==> src/rtl/bpu_update_ctrl.sv <==
// Branch predictor update queue: collects up to two resolved branches per
// cycle and drains one per cycle, in program order, towards the predictor.
module bpu_update_ctrl #(
    parameter int DEPTH   = 4,
    parameter int DEPTH_W = 2
) (
    input  logic                 clk_i,
    input  logic                 rstn_i,

    input  logic                 br0_valid_i,
    input  logic                 br0_mispred_i,
    input  logic                 br0_taken_i,
    input  logic                 br0_is_call_i,
    input  logic                 br0_is_ret_i,
    input  logic                 br0_is_jmp_i,
    input  logic [31:0]          br0_source_i,
    input  logic [31:0]          br0_target_i,

    input  logic                 br1_valid_i,
    input  logic                 br1_mispred_i,
    input  logic                 br1_taken_i,
    input  logic                 br1_is_call_i,
    input  logic                 br1_is_ret_i,
    input  logic                 br1_is_jmp_i,
    input  logic [31:0]          br1_source_i,
    input  logic [31:0]          br1_target_i,

    output logic                 br_ready_o,
    input  logic                 stall_i,
    input  logic                 flush_i,

    output logic                 branch_request_o,
    output logic                 branch_is_taken_o,
    output logic                 branch_is_not_taken_o,
    output logic                 branch_is_call_o,
    output logic                 branch_is_ret_o,
    output logic                 branch_is_jmp_o,
    output logic [31:0]          branch_source_o,
    output logic [31:0]          branch_pc_o,

    output logic [DEPTH_W:0]     q_count_o,
    output logic [15:0]          mispred_cnt_o,
    output logic                 overflow_o
);

    typedef struct packed {
        logic        mispred;
        logic        taken;
        logic        is_call;
        logic        is_ret;
        logic        is_jmp;
        logic [31:0] source;
        logic [31:0] target;
    } entry_t;

    localparam int CW = DEPTH_W + 1;
    localparam logic [CW-1:0] READY_MAX = CW'(DEPTH - 2);

    entry_t             mem [DEPTH];
    entry_t             in0;
    entry_t             in1;
    entry_t             head;
    logic [DEPTH_W-1:0] rd_ptr;
    logic [DEPTH_W-1:0] wr_ptr;
    logic [DEPTH_W-1:0] wr_ptr1;
    logic [CW-1:0]      count;
    logic [CW-1:0]      count_nxt;
    logic               push0;
    logic               push1;
    logic               drain_en;
    logic               any_valid;

    assign in0 = {br0_mispred_i, br0_taken_i, br0_is_call_i,
                  br0_is_ret_i, br0_is_jmp_i,
                  br0_source_i, br0_target_i};
    assign in1 = {br1_mispred_i, br1_taken_i, br1_is_call_i,
                  br1_is_ret_i, br1_is_jmp_i,
                  br1_source_i, br1_target_i};

    // Room for a full pair is required even when only one port is valid.
    assign br_ready_o = (count <= READY_MAX);
    assign any_valid  = br0_valid_i | br1_valid_i;
    assign push0      = br0_valid_i & br_ready_o & ~flush_i;
    assign push1      = br1_valid_i & br_ready_o & ~flush_i;
    assign wr_ptr1    = wr_ptr + DEPTH_W'(push0);

    assign drain_en  = (count != '0) & ~stall_i & ~flush_i;
    assign head      = mem[rd_ptr];
    assign count_nxt = count + CW'(push0) + CW'(push1) - CW'(drain_en);

    assign branch_request_o      = drain_en & head.mispred;
    assign branch_is_taken_o     = drain_en & head.taken;
    assign branch_is_not_taken_o = drain_en & ~head.taken;
    assign branch_is_call_o      = drain_en & head.is_call;
    assign branch_is_ret_o       = drain_en & head.is_ret;
    assign branch_is_jmp_o       = drain_en & head.is_jmp;
    assign branch_source_o       = head.source & {32{drain_en}};
    assign branch_pc_o           = head.target & {32{drain_en}};

    assign q_count_o = count;

    // Payload needs no reset: count gates every read of it.
    always_ff @(posedge clk_i) begin
        if (push0) mem[wr_ptr]  <= in0;
        if (push1) mem[wr_ptr1] <= in1;
    end

    always_ff @(posedge clk_i or negedge rstn_i) begin
        if (!rstn_i) begin
            rd_ptr        <= '0;
            wr_ptr        <= '0;
            count         <= '0;
            mispred_cnt_o <= '0;
            overflow_o    <= 1'b0;
        end else begin
            if (any_valid & ~br_ready_o) overflow_o <= 1'b1;
            if (flush_i) begin
                rd_ptr <= '0;
                wr_ptr <= '0;
                count  <= '0;
            end else begin
                rd_ptr <= rd_ptr + DEPTH_W'(drain_en);
                wr_ptr <= wr_ptr + DEPTH_W'(push0) + DEPTH_W'(push1);
                count  <= count_nxt;
            end
            if (drain_en & head.mispred & (mispred_cnt_o != 16'hFFFF))
                mispred_cnt_o <= mispred_cnt_o + 16'd1;
        end
    end

endmodule

==> config.mk <==
export PLATFORM = sky130hd
export DESIGN_NAME = bpu_update_ctrl
export DESIGN_NICKNAME = d
export VERILOG_FILES = /design/src/rtl/bpu_update_ctrl.sv
export SDC_FILE = /design/constraint.sdc
export NUM_CORES = 1
export LEC_CHECK = 0
export ABC_AREA = 0
export BUFFER_PORTS_ARGS = -buffer_cell sky130_fd_sc_hd__buf_2
export CAP_MARGIN = 5
export CORE_MARGIN = 2
export CORE_UTILIZATION = 59
export CTS_BUF_LIST = sky130_fd_sc_hd__clkbuf_4
export CTS_CLUSTER_SIZE = 28
export DETAILED_ROUTE_END_ITERATION = 8
export HOLD_SLACK_MARGIN = 0.12
export PLACE_DENSITY = 0.88
export SLEW_MARGIN = 20
export SYNTH_ARGS = -nofsm -noshare
export SYNTH_HDL_FRONTEND = slang
export SYNTH_SLANG_ARGS = --single-unit
==> constraint.sdc <==
create_clock -name clk_i -period 7.5 [get_ports clk_i]
set_input_delay 0.75 -clock clk_i [delete_from_list [all_inputs] [get_ports clk_i]]
set_output_delay 0.75 -clock clk_i [all_outputs]
set_load 0.05 [all_outputs]
==> flow_metrics.py <==
metrics = {
    "global_route": {
        "grt_pass1_wl_mm": 52.2,
        "overflow": 0,
        "grt_max_degree": 71,
        "antenna_found_initial": 11,
        "grt_pass1_vias": 9709,
        "grt_usage_pct": 25.8,
    },
    "drt": {
        "ant_nets": 0,
        "wl_met2_mm": 17.4,
        "wl_met1_mm": 13.1,
        "drt-wirelength-per-cell_um": 21.9,
        "vias": 8982,
        "routed.top_layer": "met5",
        "dr_wl_met3_mm": 2.06,
        "vias_per_cell": 5.87,
        "routed_wl_mm": 33.5,
        "drc": 0,
        "dr.pass1.iters": 5,
        "detail_route.iter0.violations": 570,
    },
    "timing": {
        "whs_ns": 0.372,
        "finalMaxSlewViolations": 0,
        "fin_tns_setup_ns": 0,
        "grt_setup_unrepaired": "false",
        "fin_crit_sh_pct": 54.8,
        "clock_skew_ns": 0.0390,
        "hold_viol": 0,
        "worstMarginPinSlew_ns": 1.13,
        "max_freq_mhz": 243,
        "worst_slack_ns": 3.39,
        "relSlewSlack_pct": 24.4,
        "setup_viol": 0,
        "layout_min_cycle_time_ns": 4.11,
    },
    "die": {
        "initial_utilization_pct": 59.7,
        "coreArea_mm2": 0.0250,
        "die_x_um": 163,
        "io_pins": 235,
        "rows": 58,
        "die_area_mm2": 0.0266,
        "fp.dieH_um": 163,
    },
    "clock_network": {
        "cts.repair.resized": 0,
        "cts_tree": "built",
        "h-tree-depth": 3,
        "numCtsBuffers": 79,
        "clk_latency_ns": 0.67,
        "cts_buffer_depth": 3,
        "numClockSinks": 300,
        "clkTransAtPathRegs_ns": 0.06,
        "cts_root_buf": "clkbuf_4",
    },
    "synth": {
        "yosysUniqueCellTypes": 35,
        "synthTopCellsByArea": "edfxtp_1 (55%), mux2_2 (21%), mux4_2 (10%)",
        "syn_area_mm2": 0.0150,
        "synthTopCellsByCount": "mux2_2 (277), edfxtp_1 (276), nor2b_1 (71), mux4_2 (69), clkbuf_1 (31)",
        "synth_cells": 873,
        "synth_warnings": 0,
        "yosysMostFrequentCell": "mux2_2",
        "yosys_most_used_dff": "edfxtp_1",
        "synth-seq-cells": 300,
        "synth_seq_area_share_pct": 59.4,
        "syn_nets": 1025,
        "syn_avg_cell_area_um2": 17.1,
        "synth-async-reset-ratio_pct": 8.00,
        "netlist.area_leader.share_pct": 55.4,
        "synth_top_area_cell": "edfxtp_1",
        "synth-edff-count": 276,
    },
    "min_path": {
        "min_path_type": "primary input to flip-flop",
    },
    "place": {
        "dpl_worst_slack_ns": 3.53,
        "gp_congestion": 0.893,
        "place_hpwl_mm": 20.5,
        "port_buffers": 234,
    },
    "power": {
        "p_per_area_mw_per_mm2": 294,
        "p_leak_nw": 6.58,
        "vdd_ir_drop_max_mv": 0.164,
    },
    "critical_path": {
        "path_cells": "buf_4, mux4_2, nor2b_1, buf_2",
        "crit_type": "flip-flop to output port",
        "slowest_delay_ns": 0.90,
        "crit_required_ns": 6.75,
        "cp-end-kind": "output port",
        "arrival_ns": 3.36,
        "worstPathMaxFanout": 36,
        "critPathSlowestCell": "dfrtp_4",
        "cp-start-kind": "flip-flop",
    },
    "layout": {
        "nNetsFinal": 1298,
        "register_area_mm2": 0.00890,
        "syn_to_final_growth_pct": 16.9,
        "multi_input_area_mm2": 0.00587,
        "drive_gt1_share_pct": 61.3,
        "fill_cells": 1699,
    },
    "outcome": {
        "status": "finished, final reports clean",
    },
    "flow_run": {
        "cap_violations": 0,
    },
}
[where the power goes]
part	switching (mW)	total, mW	internal, mW	leakage (nW)
registers	0.121	2.32	2.20	2.83
logic	0.828	1.44	0.607	3.16
clock network	0.630	1.38	0.749	0.585
total	1.58	5.13	3.55	6.58
[logic make-up after synthesis]
| logic type | count (synthesis) | synth area share (%) |
|---|---|---|
| compound gates | 8 | 0.368 |
| simple gates | 125 | 5.20 |
| xor+xnor | 18 | 1.05 |
| fa+ha+maj | 8 | 0.770 |
| flops | 300 | 59.4 |
| buf+inv | 68 | 1.91 |
| mux | 346 | 31.3 |
[placed cells by master (no fill, tap or decap), drive strengths merged, types with 3 or more instances in the layout]
cell type | Yosys | layout
mux2 | 277 | 277
edfxtp | 276 | 276
buf | 26 | 248
clkbuf | 31 | 119
nor2b | 71 | 71
mux4 | 69 | 69
dfrtp | 24 | 24
xor2 | 15 | 15
inv | 11 | 14
nor2 | 9 | 9
nand3 | 8 | 8
clkinv | 0 | 7
nand2 | 7 | 7
diode | 0 | 6
nor3 | 6 | 6
ha | 6 | 6
nor4 | 6 | 6
and4 | 4 | 4
xnor2 | 3 | 3
nand4 | 3 | 3
nor4b | 3 | 3
[worst paths after layout]
kind                              start                  end  slack (ns)  depth (start not counted)
hold / removal              br0_valid_i           overflow_o        0.37                          3
setup / recovery              rd_ptr[0]  branch_source_o[13]        3.39                          4
hold reg to reg              overflow_o           overflow_o        0.48                          1
max in group asynchronous        rstn_i            rd_ptr[0]        6.40                          2
setup reg to reg           q_count_o[1]           mem[1][55]        3.55                         11
min in group asynchronous        rstn_i     mispred_cnt_o[4]        0.63                          2
[final cells by class]
type | count | share of cell area (%)
Inverter | 11 | 0.236
Sequential cell | 300 | 50.9
Timing Repair Buffer | 249 | 7.38
Tap cell | 330 | 2.36
Clock buffer | 119 | 5.11
Clock inverter | 11 | 0.386
Multi-Input combinational cell | 505 | 33.6
Antenna cell | 6 | 0.0859
[what timing repair did]
action                                 4_1_cts  5_1_grt
setup buffers                                0        0
endpoints found under the hold margin       24        0
hold buffers                                 1        0
[per-layer routing]
| metal | track usage (%) | up-vias |
|---|---|---|
| li1 | - | 4062 |
| met1 | 31.1 | 4531 |
| met2 | 45.2 | 300 |
| met3 | 6.30 | 79 |
| met4 | 9.77 | 10 |
| met5 | 0 | - |
[critical path, delay by kind of cell (launching register included)]
family / cells / cell delay (ns)
buffers and inverters: 2 / 0.99
flip-flops: 1 / 0.90
multiplexers: 1 / 0.58
AND/OR/NAND/NOR: 1 / 0.17
[registers in the layout, indices dropped and copies added (netlist names)]
| name | count |
|---|---|
| mem | 276 |
| mispred_cnt_o | 16 |
| q_count_o | 3 |
| rd_ptr | 2 |
| wr_ptr | 2 |
| overflow_o | 1 |
[metrics by stage]
stage	power (mW)	instance area [um^2]	util, %	std cells
finish	5.13	17500	69.8	1531
global route	5.37	17500	69.8	1529
CTS	5.19	17500	69.7	1524
detailed placement	3.80	16500	65.9	1393
global placement	3.75	16500	65.9	1393
floorplan	3.43	15000	-	873
No activity file was read; power rests on OpenSTA's default activity.
